<file path="config.mk">
export PLATFORM = sky130hd
export DESIGN_NAME = cpu_mailbox_responder
export DESIGN_NICKNAME = d
export VERILOG_FILES = /design/src/rtl/cpu_mailbox_responder_pkg.sv /design/src/rtl/cpu_mailbox_responder_mbox_fifo.sv /design/src/rtl/cpu_mailbox_responder.sv
export SDC_FILE = /design/constraint.sdc
export NUM_CORES = 1
export LEC_CHECK = 0
export ABC_AREA = 1
export BUFFER_PORTS_ARGS = -buffer_cell sky130_fd_sc_hd__buf_2
export CORE_MARGIN = 2
export CORE_UTILIZATION = 55
export DETAILED_ROUTE_END_ITERATION = 16
export PLACE_DENSITY_LB_ADDON = 0.1
export SYNTH_ARGS = -nofsm -noshare
export SYNTH_HDL_FRONTEND = slang
export SYNTH_SLANG_ARGS = --single-unit
</file>
<file path="constraint.sdc">
create_clock -name clock -period 3.7 [get_ports clock]
set_input_delay 0.555 -clock clock [delete_from_list [all_inputs] [get_ports clock]]
set_output_delay 0.555 -clock clock [all_outputs]
set_load 0.02 [all_outputs]
</file>
<file path="src/rtl/cpu_mailbox_responder_pkg.sv">
// Shared register offsets and bit positions for the CPU mailbox responder.
// Latency: n/a (definitions only).
// Backpressure: n/a (definitions only).
package cpu_mailbox_responder_pkg;

   // Register offsets within the 8-word window
   localparam logic [2:0] MBOX_STATUS   = 3'd0;
   localparam logic [2:0] MBOX_RX_DATA  = 3'd1;
   localparam logic [2:0] MBOX_RX_POP   = 3'd2;
   localparam logic [2:0] MBOX_TX_DATA  = 3'd3;
   localparam logic [2:0] MBOX_IRQ_MASK = 3'd4;
   localparam logic [2:0] MBOX_ERROR    = 3'd5;

   // STATUS register bit positions
   localparam int STAT_RX_NONEMPTY = 0;
   localparam int STAT_TX_FULL     = 1;
   localparam int STAT_TX_EMPTY    = 2;
   localparam int STAT_RX_CNT_LSB  = 8;
   localparam int STAT_TX_CNT_LSB  = 16;

   // ERROR register bit positions
   localparam int ERR_TX_OVERFLOW  = 0;
   localparam int ERR_RX_UNDERFLOW = 1;
   localparam int ERR_TX_PARTIAL   = 2;

   // IRQ_MASK / interrupt source bit positions
   localparam int IRQ_RX_NONEMPTY  = 0;
   localparam int IRQ_TX_EMPTY     = 1;
   localparam int IRQ_ERROR        = 2;

   // Full-word byte enable pattern required for a TX push
   localparam logic [3:0] WB_FULL_WORD = 4'hF;

endpackage

</file>
<file path="src/rtl/cpu_mailbox_responder_mbox_fifo.sv">
// Synchronous word FIFO with head-of-queue visibility and next-state empty flag.
// Latency: a pushed word is visible at head_o the cycle after the push edge.
// Backpressure: push when full and pop when empty are ignored; full is judged on pre-edge state.
module mbox_fifo
   import cpu_mailbox_responder_pkg::*;
#(
   parameter int unsigned DEPTH = 8,
   parameter int unsigned WIDTH = 32
) (
   input  logic                           clock_i,
   input  logic                           reset_i,
   input  logic                           push_i,
   input  logic [WIDTH-1:0]               push_dat_i,
   input  logic                           pop_i,
   output logic [WIDTH-1:0]               head_o,
   output logic [$clog2(DEPTH):0]         count_o,
   output logic                           full_o,
   output logic                           empty_o,
   output logic                           nxt_empty_o
);

   localparam int unsigned AW = $clog2(DEPTH);
   localparam int unsigned CW = AW + 1;

   logic [WIDTH-1:0] mem_q [DEPTH];
   logic [AW-1:0]    rd_ptr_q, rd_ptr_d;
   logic [AW-1:0]    wr_ptr_q, wr_ptr_d;
   logic [CW-1:0]    count_q, count_d;
   logic             do_push, do_pop;

   assign full_o  = (count_q == CW'(DEPTH));
   assign empty_o = (count_q == '0);
   assign count_o = count_q;
   assign head_o  = empty_o ? '0 : mem_q[rd_ptr_q];

   // Qualify requests against pre-edge occupancy and derive next pointers/count
   always_comb begin
      do_push     = push_i && !full_o;
      do_pop      = pop_i && !empty_o;
      wr_ptr_d    = do_push ? wr_ptr_q + AW'(1) : wr_ptr_q;
      rd_ptr_d    = do_pop  ? rd_ptr_q + AW'(1) : rd_ptr_q;
      count_d     = count_q + CW'(do_push) - CW'(do_pop);
      nxt_empty_o = (count_d == '0);
   end

   // Pointer and occupancy registers; reset discards any stored words
   always_ff @(posedge clock_i) begin
      if (reset_i) begin
         rd_ptr_q <= '0;
         wr_ptr_q <= '0;
         count_q  <= '0;
      end else begin
         rd_ptr_q <= rd_ptr_d;
         wr_ptr_q <= wr_ptr_d;
         count_q  <= count_d;
      end
   end

   // Storage array; contents are meaningless once count returns to zero
   always_ff @(posedge clock_i) begin
      if (do_push) begin
         mem_q[wr_ptr_q] <= push_dat_i;
      end
   end

endmodule

</file>
<file path="src/rtl/cpu_mailbox_responder.sv">
// Memory-mapped CPU mailbox bridging an RX (link->CPU) and TX (CPU->link) word FIFO.
// Latency: read data 1 cycle after address; irq reflects state after the causing edge.
// Backpressure: rx_ready drops when RX is full; tx_valid/tx_ready handshake drains TX.
module cpu_mailbox_responder
   import cpu_mailbox_responder_pkg::*;
#(
   parameter int unsigned                 MEMORY_BUS_WIDTH = 32,
   parameter int unsigned                 FIFO_DEPTH       = 8,
   parameter logic [MEMORY_BUS_WIDTH-3:0] BASE_WORD_ADDR   = '0
) (
   input  logic                          clock,
   input  logic                          reset,
   input  logic [MEMORY_BUS_WIDTH-3:0]   addr_out,
   input  logic [MEMORY_BUS_WIDTH-1:0]   data_out,
   input  logic [3:0]                    wb_out,
   output logic [MEMORY_BUS_WIDTH-1:0]   data_in,
   output logic                          irq,
   input  logic                          rx_valid,
   input  logic [MEMORY_BUS_WIDTH-1:0]   rx_data,
   output logic                          rx_ready,
   output logic                          tx_valid,
   output logic [MEMORY_BUS_WIDTH-1:0]   tx_data,
   input  logic                          tx_ready
);

   localparam int unsigned MBW = MEMORY_BUS_WIDTH;
   localparam int unsigned CW  = $clog2(FIFO_DEPTH) + 1;

   logic           hit, wr_en;
   logic [2:0]     off;
   logic           rx_push, rx_pop, tx_push, tx_pop;
   logic [MBW-1:0] rx_head, tx_head;
   logic [CW-1:0]  rx_count, tx_count;
   logic           rx_full, rx_empty, rx_nxt_empty;
   logic           tx_full, tx_empty, tx_nxt_empty;
   logic [2:0]     err_set, err_clr, irq_src;
   logic [2:0]     irq_mask_q, irq_mask_d;
   logic [2:0]     error_q, error_d;
   logic [MBW-1:0] status, rd_dat;
   logic [MBW-1:0] data_in_q, data_in_d;
   logic           irq_q, irq_d;

   // Link-side handshakes are forced low while reset is held
   assign rx_ready = !reset && !rx_full;
   assign tx_valid = !reset && !tx_empty;
   assign tx_data  = tx_valid ? tx_head : '0;
   assign rx_push  = rx_valid && rx_ready;
   assign tx_pop   = tx_valid && tx_ready;
   assign data_in  = data_in_q;
   assign irq      = irq_q;

   mbox_fifo #(.DEPTH(FIFO_DEPTH), .WIDTH(MBW)) u_rx_fifo (
      .clock_i     (clock),
      .reset_i     (reset),
      .push_i      (rx_push),
      .push_dat_i  (rx_data),
      .pop_i       (rx_pop),
      .head_o      (rx_head),
      .count_o     (rx_count),
      .full_o      (rx_full),
      .empty_o     (rx_empty),
      .nxt_empty_o (rx_nxt_empty)
   );

   mbox_fifo #(.DEPTH(FIFO_DEPTH), .WIDTH(MBW)) u_tx_fifo (
      .clock_i     (clock),
      .reset_i     (reset),
      .push_i      (tx_push),
      .push_dat_i  (data_out),
      .pop_i       (tx_pop),
      .head_o      (tx_head),
      .count_o     (tx_count),
      .full_o      (tx_full),
      .empty_o     (tx_empty),
      .nxt_empty_o (tx_nxt_empty)
   );

   // Address decode and CPU write strobes into the FIFOs
   always_comb begin
      hit     = (addr_out[MBW-3:3] == BASE_WORD_ADDR[MBW-3:3]);
      off     = addr_out[2:0];
      wr_en   = hit && (wb_out != 4'h0);
      rx_pop  = wr_en && (off == MBOX_RX_POP);
      tx_push = wr_en && (off == MBOX_TX_DATA) && (wb_out == WB_FULL_WORD);
   end

   // Error capture and mask update; a newly raised error beats a same-cycle clear
   always_comb begin
      err_set                   = '0;
      err_set[ERR_TX_OVERFLOW]  = tx_push && tx_full;
      err_set[ERR_RX_UNDERFLOW] = rx_pop && rx_empty;
      err_set[ERR_TX_PARTIAL]   = wr_en && (off == MBOX_TX_DATA) && (wb_out != WB_FULL_WORD);
      err_clr = (wr_en && (off == MBOX_ERROR) && wb_out[0]) ? data_out[2:0] : 3'b000;
      error_d = (error_q & ~err_clr) | err_set;
      irq_mask_d = (wr_en && (off == MBOX_IRQ_MASK) && wb_out[0]) ? data_out[2:0] : irq_mask_q;
   end

   // Register read mux over pre-edge state; misses and write-only slots read zero
   always_comb begin
      status                            = '0;
      status[STAT_RX_NONEMPTY]          = !rx_empty;
      status[STAT_TX_FULL]              = tx_full;
      status[STAT_TX_EMPTY]             = tx_empty;
      status[STAT_RX_CNT_LSB +: 8]      = 8'(rx_count);
      status[STAT_TX_CNT_LSB +: 8]      = 8'(tx_count);
      case (off)
         MBOX_STATUS:   rd_dat = status;
         MBOX_RX_DATA:  rd_dat = rx_head;
         MBOX_IRQ_MASK: rd_dat = MBW'(irq_mask_q);
         MBOX_ERROR:    rd_dat = MBW'(error_q);
         default:       rd_dat = '0;
      endcase
      data_in_d = hit ? rd_dat : '0;
   end

   // Interrupt level computed from the state that will exist after this edge
   always_comb begin
      irq_src                  = '0;
      irq_src[IRQ_RX_NONEMPTY] = !rx_nxt_empty;
      irq_src[IRQ_TX_EMPTY]    = tx_nxt_empty;
      irq_src[IRQ_ERROR]       = |error_d;
      irq_d                    = |(irq_mask_d & irq_src);
   end

   // Control/status registers, read-data flop and interrupt flop
   always_ff @(posedge clock) begin
      if (reset) begin
         irq_mask_q <= '0;
         error_q    <= '0;
         data_in_q  <= '0;
         irq_q      <= 1'b0;
      end else begin
         irq_mask_q <= irq_mask_d;
         error_q    <= error_d;
         data_in_q  <= data_in_d;
         irq_q      <= irq_d;
      end
   end

endmodule
</file>
==> run metrics <==
actual slew at the worst max-slew pin 0.855 ns; Clock Path Buffers 3; Synth async-reset ratio 0; Synth Warn # 0; Total Nets Final 2029; Synth cell types 42; worst rel slew slack 0.430; CTS tree yes; Ports 169; Tmin final 3.22 ns; net switching power 3.46 mW; MaxCap Viol Count 0; final setup margin 0.482 ns; top cells by area, synth edfxtp_1 68%, nor2_1 6.9%, dfxtp_1 5.8%; Fin Clk Skew 0.0131 ns; initial core utilization 0.555; hold crit path type in -> reg; Flop pwr share 0.510; placed cell count 2383; setup TNS 0 ns; root buffer cell clkbuf_16; placed inst area 24000 µm²; Post-synth EDFFs 512; crit-path cells inv_1, ha_1, nand3_1, inv_1, nor2_2, buf_4, o21ai_0, a31oi_1, buf_2; CP Data Arrival Time 2.66 ns; CP max FO 33; largest net degree at the start of global routing 87; Top delay family on crit path buffers and inverters; Buf/Inv on CP 4; leading area contributor after synthesis edfxtp_1; layout cells sized above 1 0.174; Reg area 16700 µm²; Worst path most repeated cell inv_1; post-synthesis cell area 22500 µm²; vias 14200; DR pass1 iterations 5; most frequent cells in the layout 512 x edfxtp_1, 399 x nor2_1, 231 x o21ai_0; fin util 0.636; post-synth top area share 0.684; # setup viols final 0; unrepaired setup endpoints after global routing false; CTS Buf Count 57; crit path launch type flop; clock transition at the registers of the reported paths 0.06 ns; antenna violations before repair 4; Post-Layout Cell Count 2489; WL/cell 20.1 µm; Vias/cell 5.69; final period utilization 0.870; Comb pwr share 0.111; DIE HEIGHT 206 µm; number of synthesized register bits 577; CTS-repair resized insts 0; diode count 0; status finished clean; Multi-input gate area 5250 µm²; leakage power 8.89 nW; Die X 206 µm; Final Instance Area 25800 µm²; Layout area overhead 14.6%; hold_buf cts 0; f_max 0.311 GHz; ys flop type edfxtp_1; # clock sinks 577; Routed Antenna Nets 0; Clk pwr share 0.379; Worst-Skew Late Latency 0.60 ns; IO buf count 168; post-CTS setup buffer count 0; vias in the first global route 13600; PD cells 551 nW/µm²; drt drc 0; RePlAce Congestion 0.823; DP HPWL 27400 µm; Peak VDD IR 0.536 mV; Mean Syn Cell Area 12.9 µm²; Worst Path Required 3.14 ns; CP max-delay cell buf_4; syn nets 1861; first-pass GRT wire length 76100 µm; Hold Fails Final Rpt 0; 1st-iter DRT viols 1139; total routed wirelength 50000 µm; Crit path largest cell delay 0.41 ns; die area 42500 µm²; Final Max Tran Viols 0; dpl ws 0.533 ns; register area share after synthesis 0.741; Rows 74; cell count after synthesis 1742; Cell Int Power 10.7 mW; Sw Share 0.243; Global Route Usage Sum 0.236; WS Path Type reg -> out; most common cell after layout, fill and taps aside edfxtp_1; Worst setup EP type output port; CORE AREA 40600 µm²; fillcell total 3053; H-tree depth 2; total gr overflow 0
==> Yosys cell counts (all sizes together), types with 22 or more instances <==
master and count:
o22ai 33, buf 50, a31oi 35, nand2 95, clkbuf 54, edfxtp 512
dfxtp 65, a21oi 43, inv 49, o21ai 236, nor2 416, nand3 22
o32ai 47
==> kinds of logic after synthesis <==
| logic type | after synthesis | synth area share |
|---|---|---|
| simple gates | 555 | 0.101 |
| buf+inv | 156 | 0.0302 |
| flops | 577 | 0.741 |
| xor+xnor | 6 | 0.00234 |
| fa+ha+maj | 17 | 0.0101 |
| mux | 15 | 0.00668 |
| compound gates | 416 | 0.108 |
==> cell type report <==
cell class | count | share of cell area
clock buffers | 89 | 0.0628
clock inverters | 17 | 0.00432
well taps | 532 | 0.0258
inverters | 52 | 0.00772
repair buffers | 213 | 0.0481
multi-input cells | 1009 | 0.204
flip-flops and latches | 577 | 0.647
==> stage by stage <==
step	hold slack, ns	total power, mW
after floorplan	0.433	8.39
after global placement	0.443	8.94
after detailed placement	0.468	8.97
after CTS	0.185	14.3
after global routing	0.214	14.7
final	0.217	14.2
==> power groups by stage <==
stage / clock, mW / sequential, mW / combinational (mW)
floorplan: 0 / 7.35 / 1.04
global placement: 0 / 7.38 / 1.56
detailed placement: 0 / 7.38 / 1.59
CTS: 5.47 / 7.25 / 1.60
global route: 5.69 / 7.25 / 1.77
finish: 5.38 / 7.25 / 1.58
==> state kept, by name, indices dropped and copies added (netlist names), named ones only <==
name	flops
data_in	32
error_q	3
irq	1
irq_mask_q	3
u_rx_fifo.count_o	4
u_rx_fifo.mem_q	256
u_rx_fifo.rd_ptr_q	3
u_rx_fifo.wr_ptr_q	3
u_tx_fifo.count_o	4
u_tx_fifo.mem_q	256
u_tx_fifo.rd_ptr_q	3
u_tx_fifo.wr_ptr_q	3
==> worst reg2reg max path: stages, from the launching register on <==
cell,delay (ns)
dfxtp_1,0.33
inv_1,0.07
ha_1,0.19
nand3_1,0.12
inv_1,0.07
nor2_2,0.10
nand2_1,0.11
inv_1,0.14
ha_1,0.25
inv_1,0.07
ha_1,0.16
inv_1,0.06
fa_1,0.41
xnor2_1,0.13
inv_1,0.08
nand3_1,0.07
nor2_1,0.11
nand3_1,0.08
nand2_1,0.07
inv_1,0.04
nand2_1,0.05
==> path summary, 6_finish.rpt <==
| kind | startpoint | to | slack, ns | cells past startpoint |
|---|---|---|---|---|
| worst max-delay path | u_tx_fifo.count_o[2] | tx_data[19] | 0.48 | 9 |
| worst min-delay path | rx_data[19] | u_rx_fifo.mem_q[0][19] | 0.22 | 1 |
| worst max register to register | u_tx_fifo.count_o[2] | irq | 0.93 | 20 |
| worst min register to register | u_tx_fifo.rd_ptr_q[2] | flop | 0.48 | 2 |
==> per-layer routing <==
metal / track usage / routed length [µm]
met1: 0.306 / 21200
met2: 0.408 / 24900
met3: 0.0393 / 2930
met4: 0.0737 / 982
met5: 0 / 43
(Power assumes the default switching activity.)
